<file path="config.mk">
export PLATFORM = sky130hd
export DESIGN_NAME = scan_seq_4x16
export DESIGN_NICKNAME = d
export VERILOG_FILES = /design/src/rtl/scan_seq_pkg.sv /design/src/rtl/scan_seq_4x16_next_chan_find.sv /design/src/rtl/scan_seq_4x16.sv
export SDC_FILE = /design/constraint.sdc
export NUM_CORES = 1
export LEC_CHECK = 0
export ABC_AREA = 0
export CAP_MARGIN = 20
export CORE_UTILIZATION = 55
export CTS_CLUSTER_DIAMETER = 120
export DETAILED_ROUTE_END_ITERATION = 6
export PLACE_DENSITY = 0.77
export SYNTH_ARGS = -nofsm -noshare
export SYNTH_HDL_FRONTEND = slang
export SYNTH_HIERARCHICAL = 1
export SYNTH_SLANG_ARGS = --single-unit
</file>
<file path="constraint.sdc">
create_clock -name clk -period 4.19 [get_ports clk]
set_clock_uncertainty 0.2 [all_clocks]
set_input_delay 0.6285 -clock clk [delete_from_list [all_inputs] [get_ports clk]]
set_output_delay 0.6285 -clock clk [all_outputs]
set_load 0.01 [all_outputs]
</file>
<file path="src/rtl/scan_seq_pkg.sv">
`default_nettype none
// ============================================================================
// Module      : scan_seq_pkg
// Description : Shared constants and FSM state encoding for the 4x16 scan
//               sequencer.
// Revision    : 1.0 - initial release
// ============================================================================
package scan_seq_pkg;

    localparam int NCH   = 16;
    localparam int SEL_W = 4;

    typedef enum logic [1:0] {
        IDLE   = 2'd0,
        HOLD   = 2'd1,
        FINISH = 2'd2
    } state_t;

endpackage
`default_nettype wire

</file>
<file path="src/rtl/scan_seq_4x16_next_chan_find.sv">
`default_nettype none
// ============================================================================
// Module      : next_chan_find
// Description : Combinational search for the next set mask bit above cur,
//               optionally wrapping around (cur itself is the last candidate).
// Revision    : 1.0 - initial release
// ============================================================================
module next_chan_find
    import scan_seq_pkg::*;
(
    input  logic [NCH-1:0]   mask,
    input  logic [SEL_W-1:0] cur,
    input  logic             wrap,
    output logic [SEL_W-1:0] nxt,
    output logic             found
);

    logic [SEL_W:0] w_pos;

    // Walk offsets from farthest to nearest so the nearest hit wins; offset
    // NCH lands back on cur with the carry bit set, so it only counts when wrapping.
    always_comb begin
        nxt   = '0;
        found = 1'b0;
        w_pos = '0;
        for (int i = NCH; i >= 1; i--) begin
            w_pos = {1'b0, cur} + (SEL_W+1)'(i);
            if ((wrap || !w_pos[SEL_W]) && mask[w_pos[SEL_W-1:0]]) begin
                nxt   = w_pos[SEL_W-1:0];
                found = 1'b1;
            end
        end
    end

endmodule
`default_nettype wire

</file>
<file path="src/rtl/scan_seq_4x16.sv">
`default_nettype none
// ============================================================================
// Module      : scan_seq_4x16
// Description : Scan controller driving a 4x16 decoder; visits masked-in
//               channels in ascending order, dwell+1 cycles each, single-pass
//               or continuous. Optional macro SCAN_PAUSE_EN adds a pause input.
// Revision    : 1.0 - initial release
// ============================================================================
module scan_seq_4x16
    import scan_seq_pkg::*;
#(
    parameter int DWELL_W = 8
) (
    input  logic               clk,
    input  logic               rst_n,
    input  logic               start,
    input  logic               stop,
    input  logic               mode_cont,
    input  logic [DWELL_W-1:0] dwell,
    input  logic [NCH-1:0]     mask,
`ifdef SCAN_PAUSE_EN
    input  logic               pause,
`endif
    output logic               sel_en,
    output logic [SEL_W-1:0]   sel_in,
    output logic               busy,
    output logic               done
);

    state_t             r_state;
    logic               r_mode;
    logic [DWELL_W-1:0] r_dwell;
    logic [NCH-1:0]     r_mask;
    logic [DWELL_W-1:0] r_cnt;

    state_t             w_state_nxt;
    logic               w_mode_nxt;
    logic [DWELL_W-1:0] w_dwell_nxt;
    logic [NCH-1:0]     w_mask_nxt;
    logic [DWELL_W-1:0] w_cnt_nxt;
    logic               w_sel_en_nxt;
    logic [SEL_W-1:0]   w_sel_in_nxt;
    logic               w_busy_nxt;
    logic               w_done_nxt;

    logic [SEL_W-1:0]   w_first;
    logic               w_first_found;
    logic [SEL_W-1:0]   w_next;
    logic               w_next_found;
    logic               w_pause;

`ifdef SCAN_PAUSE_EN
    assign w_pause = pause;
`else
    assign w_pause = 1'b0;
`endif

    // First channel: searching above 15 with wrap gives the lowest set bit.
    next_chan_find u_first_find (
        .mask  (mask),
        .cur   ({SEL_W{1'b1}}),
        .wrap  (1'b1),
        .nxt   (w_first),
        .found (w_first_found)
    );

    next_chan_find u_next_find (
        .mask  (r_mask),
        .cur   (sel_in),
        .wrap  (r_mode),
        .nxt   (w_next),
        .found (w_next_found)
    );

    always_ff @(posedge clk or negedge rst_n) begin
        if (!rst_n) begin
            r_state <= IDLE;
            r_mode  <= 1'b0;
            r_dwell <= '0;
            r_mask  <= '0;
            r_cnt   <= '0;
            sel_en  <= 1'b0;
            sel_in  <= '0;
            busy    <= 1'b0;
            done    <= 1'b0;
        end else begin
            r_state <= w_state_nxt;
            r_mode  <= w_mode_nxt;
            r_dwell <= w_dwell_nxt;
            r_mask  <= w_mask_nxt;
            r_cnt   <= w_cnt_nxt;
            sel_en  <= w_sel_en_nxt;
            sel_in  <= w_sel_in_nxt;
            busy    <= w_busy_nxt;
            done    <= w_done_nxt;
        end
    end

    always_comb begin
        w_state_nxt  = r_state;
        w_mode_nxt   = r_mode;
        w_dwell_nxt  = r_dwell;
        w_mask_nxt   = r_mask;
        w_cnt_nxt    = r_cnt;
        w_sel_en_nxt = sel_en;
        w_sel_in_nxt = sel_in;
        w_busy_nxt   = busy;
        w_done_nxt   = 1'b0;

        case (r_state)
            IDLE: begin
                if (start && !stop) begin
                    if (w_first_found) begin
                        w_mode_nxt   = mode_cont;
                        w_dwell_nxt  = dwell;
                        w_mask_nxt   = mask;
                        w_cnt_nxt    = '0;
                        w_sel_en_nxt = 1'b1;
                        w_sel_in_nxt = w_first;
                        w_busy_nxt   = 1'b1;
                        w_state_nxt  = HOLD;
                    end else begin
                        w_done_nxt = 1'b1;
                    end
                end
            end
            HOLD: begin
                if (stop) begin
                    w_sel_en_nxt = 1'b0;
                    w_busy_nxt   = 1'b0;
                    w_state_nxt  = IDLE;
                end else if (!w_pause) begin
                    if (r_cnt == r_dwell) begin
                        w_cnt_nxt = '0;
                        if (w_next_found) begin
                            w_sel_in_nxt = w_next;
                        end else begin
                            // sel_in intentionally keeps the last visited channel
                            w_sel_en_nxt = 1'b0;
                            w_busy_nxt   = 1'b0;
                            w_done_nxt   = 1'b1;
                            w_state_nxt  = FINISH;
                        end
                    end else begin
                        w_cnt_nxt = r_cnt + DWELL_W'(1);
                    end
                end
            end
            FINISH: begin
                w_state_nxt = IDLE;
            end
            default: begin
                w_state_nxt  = IDLE;
                w_sel_en_nxt = 1'b0;
                w_busy_nxt   = 1'b0;
            end
        endcase
    end

endmodule
`default_nettype wire

</file>
; Yosys cells after proc, flatten, opt, wreduce, memory -nomap -nowiden
; Index checks and enable logic that the tools add are counted.
[word_totals]
ff_bits = 41
latch_bits = 0
ramBits = 0
rom_bits = 0
in_bits = 29
output_inout_bits = 7
wordCells = 234
memories = 0
[op_classes]
addsub = 17
mul = 0
div_mod_pow = 0
order_cmp = 16
n_eq_ne = 10
n_shift = 0
n_mux = 125
bitwise_logic = 1
n_reduce_logical = 57
[op_table]
columns = cell, count
row1 = 4-bit two-way mux, 37
row2 = "4-bit by 5-bit < comparator with 1-bit output, second input constant", 16
row3 = 1-bit binary-select mux with 4-bit select, 16
row4 = 1-bit two-way mux, 58
row5 = "4-bit by 4-bit adder with 5-bit output, second input constant", 8
row6 = 8-bit two-way mux, 4
row7 = "4-bit by 3-bit adder with 5-bit output, second input constant", 4
row8 = 1-bit logical AND, 17
row9 = 1-bit zero test, 17
row10 = 1-bit logical OR, 16
row11 = 8-bit case mux with 2 select lines, 1
row12 = "4-bit by 2-bit adder with 5-bit output, second input constant", 2
row13 = 2-bit two-way mux, 5
row14 = "8-bit by 1-bit adder with 8-bit output, second input constant", 1
row15 = 8-bit equality test, 1
row16 = 4-bit case mux with 2 select lines, 1
row17 = 4-bit AND reduction, 2
row18 = "2-bit != test, second input constant", 3
row19 = "3-bit != test, second input constant", 2
row20 = 6-bit AND reduction, 1
row21 = "4-bit by 1-bit adder with 5-bit output, second input constant", 1
row22 = "4-bit by 5-bit adder with 5-bit output, second input constant", 1
row23 = 5-bit AND reduction, 1
row24 = "2-bit by 1-bit != test with 1-bit output, second input constant", 2
row25 = 9 further kinds, 9

; Longest topological paths before layout
; Gate-level depths: netlist of run 1.
[logic_depth]
ltp_word = 24
mapped_depth = 19
mapped_depth_nobuf = 15

; Modules after synthesis
; The synthesis of run 1 kept the hierarchy.
[modules_own_cells]
columns = mod, instances, cells_per_inst, area_per_inst_um2, seq_area_each_um2
row1 = next_chan_find, 2, 285, 2303.5, 0.0
row2 = scan_seq_4x16, 1, 139, 1844.3, 1026.0

; Worst setup path before layout of run 1
; No wires, ideal clock.
[synth_path]
path_type = reg2reg
start = reg sel_in[1]
end = reg sel_in[1]
setup_ns = 0.125
t_arrival_ns = 4.394
t_required_ns = 3.865
setup_slack_ns = -0.529
path_stages_with_launch = 17
n_path_buf = 4
synth_period_minus_slack_ns = 4.719
path_cell_list = dfrtp_1 buf_2 buf_2 buf_1 inv_1 ha_1 clkbuf_1 mux4_2 mux2_2 a22oi_2 o21ai_0 o221a_2 a2111oi_2 o31a_1 o21ai_1 mux2_2 mux2_2
[synth_via]
elab_chain_cells = 24
word_cells_on_any_way = 134
classes_between = add/sub: 16 / eq/ne: 1 / mux: 68 / reduce/logical: 49
[synth_rtl]
columns = element, line_no
row1 = start: declaration, scan_seq_4x16.sv:25  ; output logic [SEL_W-1:0] sel_in,
row2 = start signal: assignment, scan_seq_4x16.sv:93  ; sel_in <= w_sel_in_nxt;
row3 = 4-bit by 5-bit adder with 5-bit output, scan_seq_4x16_next_chan_find.sv:27  ; w_pos = {1'b0, cur} + (SEL_W+1)'(i);
row4 = 1-bit binary-select mux with 4-bit select / 1-bit zero test (equally long branches), scan_seq_4x16_next_chan_find.sv:28  ; if ((wrap || !w_pos[SEL_W]) && mask[w_pos[SEL_W-1:0]]) begin
row5 = 1-bit two-way mux (not written as such) / 1-bit logical OR (equally long branches), scan_seq_4x16_next_chan_find.sv:28
row6 = 1-bit logical AND, scan_seq_4x16_next_chan_find.sv:28
row7 = 4-bit two-way mux (15 in series), scan_seq_4x16_next_chan_find.sv:28
row8 = 4-bit two-way mux (*), scan_seq_4x16_next_chan_find.sv:28
row9 = via w_next[1], scan_seq_4x16.sv:48  ; logic [SEL_W-1:0] w_next;
row10 = 4-bit two-way mux (*), scan_seq_4x16.sv:135  ; if (w_next_found) begin
row11 = 4-bit two-way mux (*), scan_seq_4x16.sv:133  ; if (r_cnt == r_dwell) begin
row12 = 4-bit two-way mux (*), scan_seq_4x16.sv:128  ; if (stop) begin
row13 = 4-bit case mux with 2 select lines (*), scan_seq_4x16.sv:110  ; case (r_state)
; Mark *: on every way through the listed nets, which the timed path passes. The rest lies on a longest branch. The select of a mux whose other input is x is not followed.
; A chain may end at the register's enable or synchronous reset.

; Final worst setup path of run 1
[layout_path]
start = reg sel_in[1]
end = reg sel_in[2]
[layout_via]
word_cells_on_any_way = 134
classes_between = add/sub: 16 / eq/ne: 1 / mux: 68 / reduce/logical: 49
[layout_rtl]
columns = element, line_no
row1 = 4-bit by 5-bit adder with 5-bit output, scan_seq_4x16_next_chan_find.sv:27
row2 = 1-bit binary-select mux with 4-bit select / 1-bit zero test (equally long branches), scan_seq_4x16_next_chan_find.sv:28
row3 = 1-bit two-way mux (not written as such) / 1-bit logical OR (equally long branches), scan_seq_4x16_next_chan_find.sv:28
row4 = 1-bit logical AND, scan_seq_4x16_next_chan_find.sv:28
row5 = 1-bit two-way mux (15 in series), scan_seq_4x16_next_chan_find.sv:28
row6 = 1-bit two-way mux (*), scan_seq_4x16_next_chan_find.sv:28
row7 = via w_next_found, scan_seq_4x16.sv:49  ; logic w_next_found;
row8 = 2-bit by 1-bit != test with 1-bit output (no line) (*), -
row9 = 6-bit AND reduction (no line) (*), -
; Marked as above.

==> summary.txt, run 1 <==
Run status
  • Status: finished with violations
  • Violated checks: DRC

Detailed routing
  • DRT Wirelength: ~22000 µm
  • # DRC: 2
  • DRT antenna net count: 0
  • Vias: 6524
  • Initial drt markers: 919
  • DRT Pass-1 Iters: 7
  • Vias per cell: 7.000
  • WL/cell: 23.79 µm

STA
  • Hold Slack: 0.2803 ns
  • Crit path time final: 4.100 ns
  • Tcrit/Tclk final: 97.86%
  • Worst Tran Pin Value: 0.9129 ns
  • Fmax: 243.9 MHz
  • Slew Viols, Final: 0
  • Slew HR: 39.14%
  • Final setup margin: 0.08981 ns
  • Setup_tns: 0 ns
  • Final hold violations: 0
  • # setup viols final: 0

Synthesis
  • Mapped Cells: 709
  • EDFF count, synth: 0
  • Synth Flop Type: dfrtp_1
  • Syn Std Cell Area: ~6500 µm²
  • Number of synthesized register bits: 41
  • Ys async rst share: 100.0%
  • Netlist cell types: between 70 and 80
  • Seq/Total Area, Yosys: 15.90%
  • Mean post-synth cell area: between 9 and 10 µm²
  • Yosys warns: 6

CTS
  • CTS Buffer Depth: 2
  • Clock sinks: 41
  • Clock Tree Root: clkbuf_16
  • CTS tree: built
  • Hold Buf Count CTS: 0
  • Total CTS buffers: 5
  • Post-CTS sizing: 1
  • Clock latency at the later pin of the worst-skew pair: ~0.28 ns
  • H-tree depth: 2
  • # Post-CTS Setup Buffers: 0
  • Clk slew on worst S/H paths: about 0.060 ns

Power
  • Total chip power: 6.616 mW
  • Cell Pwr Density: 889.7 nW/µm²
  • Peak VDD IR: roughly 730 µV
  • Leakage: just over 3 nW

Critical path
  • Worst EP arrival: 4.06 ns
  • CP max FO: 5
  • Worst setup SP type: register
  • Data required, critical path: 4.15 ns
  • Critical path class: reg -> reg
  • CP endpoint kind: register

Finish
  • Antenna Cells: 0
  • Nets@finish: 846
  • Fillcell total: 968
  • Sequential cell area: roughly 1000 µm²
  • Commonest cells after routing, fill and taps aside: buf_4 (55), nor2_1 (51), a21oi_1 (51)
  • Layout cell share with drive strength beyond 1: 24.84%
  • Most common cell after layout, fill and taps aside: buf_4
  • Area grow syn2layout: 15.26%
  • Footprint of the multi-input gates: about 5200 µm²
  • Final Util: about two thirds

Run
  • Max Cap Violations: 0

Global route
  • Initial antenna violation count: 0
  • GRT Overall Usage: 37.58%
  • GR Overflow Total: 0
  • First-pass GRT wire length: 33950 µm
  • Vias in the first global route: slightly above 6000
  • Largest net degree at the start of global routing: 42

Floorplan
  • Area of the die: 12170 µm²
  • Die Height: 110.3 µm
  • Core area: 11420 µm²
  • Starting Density: 56.50%
  • I/O pins: 36
  • Cell Rows: 39
  • Die width: around 110 µm

Place
  • Number of buffers added on ports: 35
  • RD Place Congestion: between 0.9 and 1
  • DP HPWL: 17060 µm
  • Pre-CTS setup slack: -0.05979 ns

Hold path
  • Worst Hold Class: in -> async
## cell families after synthesis
| kind of cell | share of synthesized area, % |
|---|---|
| AO/OA/AOI/OAI | 21.68 |
| XOR/XNOR | 4.403 |
| adder cells (fa/ha/maj) | 5.237 |
| buffers and inverters | 4.597 |
| flip-flops | 15.90 |
| multiplexers | 31.92 |
| other | 0.05813 |
| AND/OR/NAND/NOR | 16.19 |
## Yosys cell counts (17+ instances only)
cell,count,share of area [%]
nand2b_1,20,1.9
o21ai_0,31,2.4
mux2i_1,40,6.2
nand3_1,25,1.9
nor2_1,51,3.0
ha_1,27,5.2
mux4_2,36,13
mux2_1,17,3.0
a21oi_1,51,4.0
xnor2_1,23,3.1
nand2_1,50,2.9
inv_1,21,1.2
mux2_2,49,8.6
dfrtp_1,41,16
## registers in the layout, summed over array words and instances (netlist names)
register  flops
done          1
r_cnt         8
r_mode        1
r_dwell       8
sel_in        4
r_state       2
r_mask       16
busy          1
## routing by layer
layer | share of wire, % | track usage [%] | routed length (µm)
met1 | 43 | 55.37 | 9540
met2 | 43 | 56.12 | 9550
met3 | 11 | 7.466 | 2486
met4 | 2.7 | 9.680 | 592
met5 | 0 | 0 | 0
## area by class of cell
cell class              count  area share [%]
multi-input cells         626           70.28
flip-flops and latches     41           13.83
repair buffers             91           10.47
well taps                 143           2.406
clock buffers               5           1.683
inverters                  25           1.262
clock inverters             1         0.06731
## final timing paths
check | start | endpoint | slack (ns) | depth (start not counted)
setup / recovery | sel_in[1] | sel_in[2] | 0.09 | 13
hold / removal | rst_n | r_cnt[4] | 0.28 | 1
setup reg to reg | sel_in[1] | sel_in[2] | 0.09 | 13
hold reg to reg | r_dwell[7] | r_dwell[7] | 0.34 | 1
max in group asynchronous | rst_n | sel_in[0] | 2.87 | 1
min in group clk | r_dwell[7] | r_dwell[7] | 0.34 | 1
## critical path: stages, from the launching register on
cell and delay (ns):
dfrtp_2 0.42, inv_1 0.11, buf_4 0.17, ha_1 0.26, xor2_2 0.32, mux4_2 0.62
nor3b_4 0.20, a21o_1 0.24, nor4_1 0.28, nand3_1 0.26, nand2_1 0.13, o21ai_0 0.09
nand3_1 0.29, mux2_2 0.38
## where the power goes
| part | internal, mW | leakage (nW) | switching [mW] |
|---|---|---|---|
| Clock | 0.213 | 0.0655 | 0.145 |
| Sequential | 0.481 | 0.500 | 0.125 |
| Combinational | 2.41 | 2.53 | 3.24 |
## stage by stage
step           std cells  area [µm²]
2_1_floorplan        727        6544
3_3_place_gp         926        7276
3_5_place_dp         926        7276
4_1_cts              932        7408
5_1_grt              932        7436
6_report             932        7436
(Power assumes the default switching activity.)
==> inputs of run 2 (changes only) <==
Settings changed: CORE_ASPECT_RATIO from default to 1.4.
==> run 2 against run 1 <==
Net effect: utilization shrank 0.43 points; the flow now finishes without violations; clock power grew 27%; design area shrank 0.86%; worst hold slack lost 0.030 ns; maximum frequency grew 2.9%; highest routed layer unchanged; setup slack gained 0.11 ns; critical path depth grew 1; clock-buffer cell count grew 1.
==> summary.txt, run 2 (synthesis results as in run 1) <==
Detailed routing
  • DRT Wirelength: 21120 µm (-4.7%)
  • DRT antenna net count: 0 (unchanged)
  • Vias per cell: 6.804 (-2.8%)
  • DRT Pass-1 Iters: 5 (-2)
  • WL/cell: 22.96 µm (-3.5%)
  • Initial drt markers: 326 (-65%)
  • Vias: 6260 (-4.0%)
  • # DRC: 0 (-2)

Power
  • Peak VDD IR: 333.1 µV (-54%)
  • Switch share: 51.68% (-1.3 points)
  • Clk pwr share: 6.9% (+1.5 points)
  • Comb power frac: 84.1% (-1.3 points)
  • Leakage: 3.045 nW (-1.7%)
  • Psw: 3.405 mW (-2.9%)
  • Power share of the sequential group: 9.0% (-0.2 points)
  • Pint: 3.184 mW (+2.5%)
  • Cell Pwr Density: 893.8 nW/µm² (+0.46%)

Floorplan
  • Starting Density: 56.61% (+0.11 points)
  • I/O pins: 36 (unchanged)
  • Cell Rows: 46 (+18%)
  • Die Height: 130.1 µm (+18%)
  • Core area: 11400 µm² (-0.20%)
  • Die width: 93.53 µm (-15%)
  • Area of the die: 12170 µm² (about the same)

STA
  • Slew Viols, Final: 0 (unchanged)
  • Final setup margin: 0.2045 ns (+0.1147 ns)
  • # setup viols final: 0 (unchanged)
  • Hold Slack: 0.2505 ns (-0.02985 ns)
  • Crit path time final: 3.986 ns (-0.1147 ns)
  • Worst Tran Pin Value: 0.8677 ns (-0.04517 ns)
  • Fmax: 250.9 MHz (+2.9%)
  • Setup_tns: 0 ns (unchanged)
  • Final hold violations: 0 (unchanged)
  • Slew HR: 42.15% (+3.0 points)
  • Tcrit/Tclk final: 95.12% (-2.7 points)
  • RSZ-0062 raised after global routing: no

Finish
  • Antenna Cells: 0 (unchanged)
  • Layout cell share with drive strength beyond 1: 23.45% (-1.4 points)
  • Final Util: 64.69% (-0.43 points)
  • Number of flip-flops in the largest register: 16 (unchanged)
  • Largest register by flop count: r_mask
  • Commonest cells after routing, fill and taps aside: nor2_1 (51), a21oi_1 (51), nand2_1 (50)
  • Area grow syn2layout: 14.27%
  • Top Registers: r_mask: 16 flops, r_cnt: 8 flops, r_dwell: 8 flops
  • Nets@finish: 831 (-1.8%)

CTS
  • Clock Tree Root: clkbuf_16
  • Hold Buf Count CTS: 0 (unchanged)
  • Clock latency at the later pin of the worst-skew pair: 0.29 ns (about the same)
  • H-tree depth: 2 (unchanged)
  • Clock sinks: 41 (unchanged)
  • CTS tree: built
  • Clk slew on worst S/H paths: 0.06 ns (about the same)
  • Total CTS buffers: 5 (unchanged)
  • CTS Buffer Depth: 2 (unchanged)

Global route
  • GR Overflow Total: 0 (unchanged)
  • Largest net degree at the start of global routing: 42 (unchanged)
  • Initial antenna violation count: 0 (unchanged)
  • First-pass GRT wire length: 33270 µm (-2.0%)
  • Vias in the first global route: 6111 (+0.56%)
  • GRT Overall Usage: 36.06% (-1.5 points)

Critical path
  • CP max FO: 12 (+7)
  • Critical path class: reg -> reg
  • Worst setup SP type: register
  • Data required, critical path: 4.16 ns (about the same)
  • Worst EP arrival: 3.96 ns (-0.10 ns)
  • CP endpoint kind: register

Place
  • DP HPWL: 16730 µm (-1.9%)
  • Pre-CTS setup slack: 0.1492 ns (+0.2090 ns)
  • Number of buffers added on ports: 35 (unchanged)
  • RD Place Congestion: 1.003 (+0.62%)

Run status
  • Status: finished, final reports clean

Hold path
  • Worst Hold Class: in -> async

Run
  • Max Cap Violations: 0 (unchanged)
[run 2: stage by stage]
step,power (mW),cells,instance area (µm²)
5_1_grt,6.969,920,7372
2_1_floorplan,4.405,727,6544
6_report,6.589,920,7372
4_1_cts,6.309,919,7346
3_3_place_gp,5.716,911,7169
3_5_place_dp,5.822,911,7169
[run 2: final cells by class]
class	count	area (µm²)
Multi-Input combinational cell	626	5215
Sequential cell	41	1028
Inverter	25	93.84
Fill cell	994	4024
Clock inverter	2	37.54
Clock buffer	6	138.9
Timing Repair Buffer	76	678.2
Tap cell	144	180.2
[run 2: final timing paths]
| check | start | end | slack [ns] | depth (start not counted) |
|---|---|---|---|---|
| max | sel_in[1] | sel_in[3] | 0.20 | 14 |
| max reg2reg | sel_in[1] | sel_in[3] | 0.20 | 14 |
| min reg2reg | r_dwell[4] | r_dwell[4] | 0.33 | 1 |
| max in group asynchronous | rst_n | sel_in[1] | 2.94 | 1 |
| min | rst_n | r_dwell[7] | 0.25 | 1 |
| min in group clk | r_dwell[4] | r_dwell[4] | 0.33 | 1 |
[run 2: power by group through the flow]
stage / Combinational, mW / Sequential, mW / Clock, mW
after detailed placement: 5.22 / 0.598 / 0
after global routing: 5.88 / 0.610 / 0.479
after global placement: 5.13 / 0.586 / 0
final: 5.54 / 0.595 / 0.455
after CTS: 5.26 / 0.592 / 0.460
after floorplan: 3.83 / 0.580 / 0
[run 2: metal layers]
layer / GRT usage, % / up-vias / wire, µm
li1: - / 2836 / -
met1: 38.04 / 3033 / 7447
met2: 65.57 / 278 / 10910
met3: 3.904 / 113 / 1023
met4: 27.24 / 0 / 1741
met5: 0 / - / 0
[run 2: timing repair]
item / CTS / global route
setup endpoints to repair: 0 / 4
gates resized for setup: 0 / 4
setup buffers: 0 / 1
[run 2: critical path, stage by stage (launching register included)]
cell,delay [ns]
dfrtp_2,0.40
inv_1,0.10
ha_1,0.28
buf_12,0.17
mux2_1,0.34
mux4_2,0.54
nor3b_4,0.20
a221oi_1,0.31
buf_4,0.19
nand4_1,0.08
o21ai_1,0.22
a21oi_1,0.09
o21bai_1,0.21
mux2_2,0.28
mux2_2,0.25
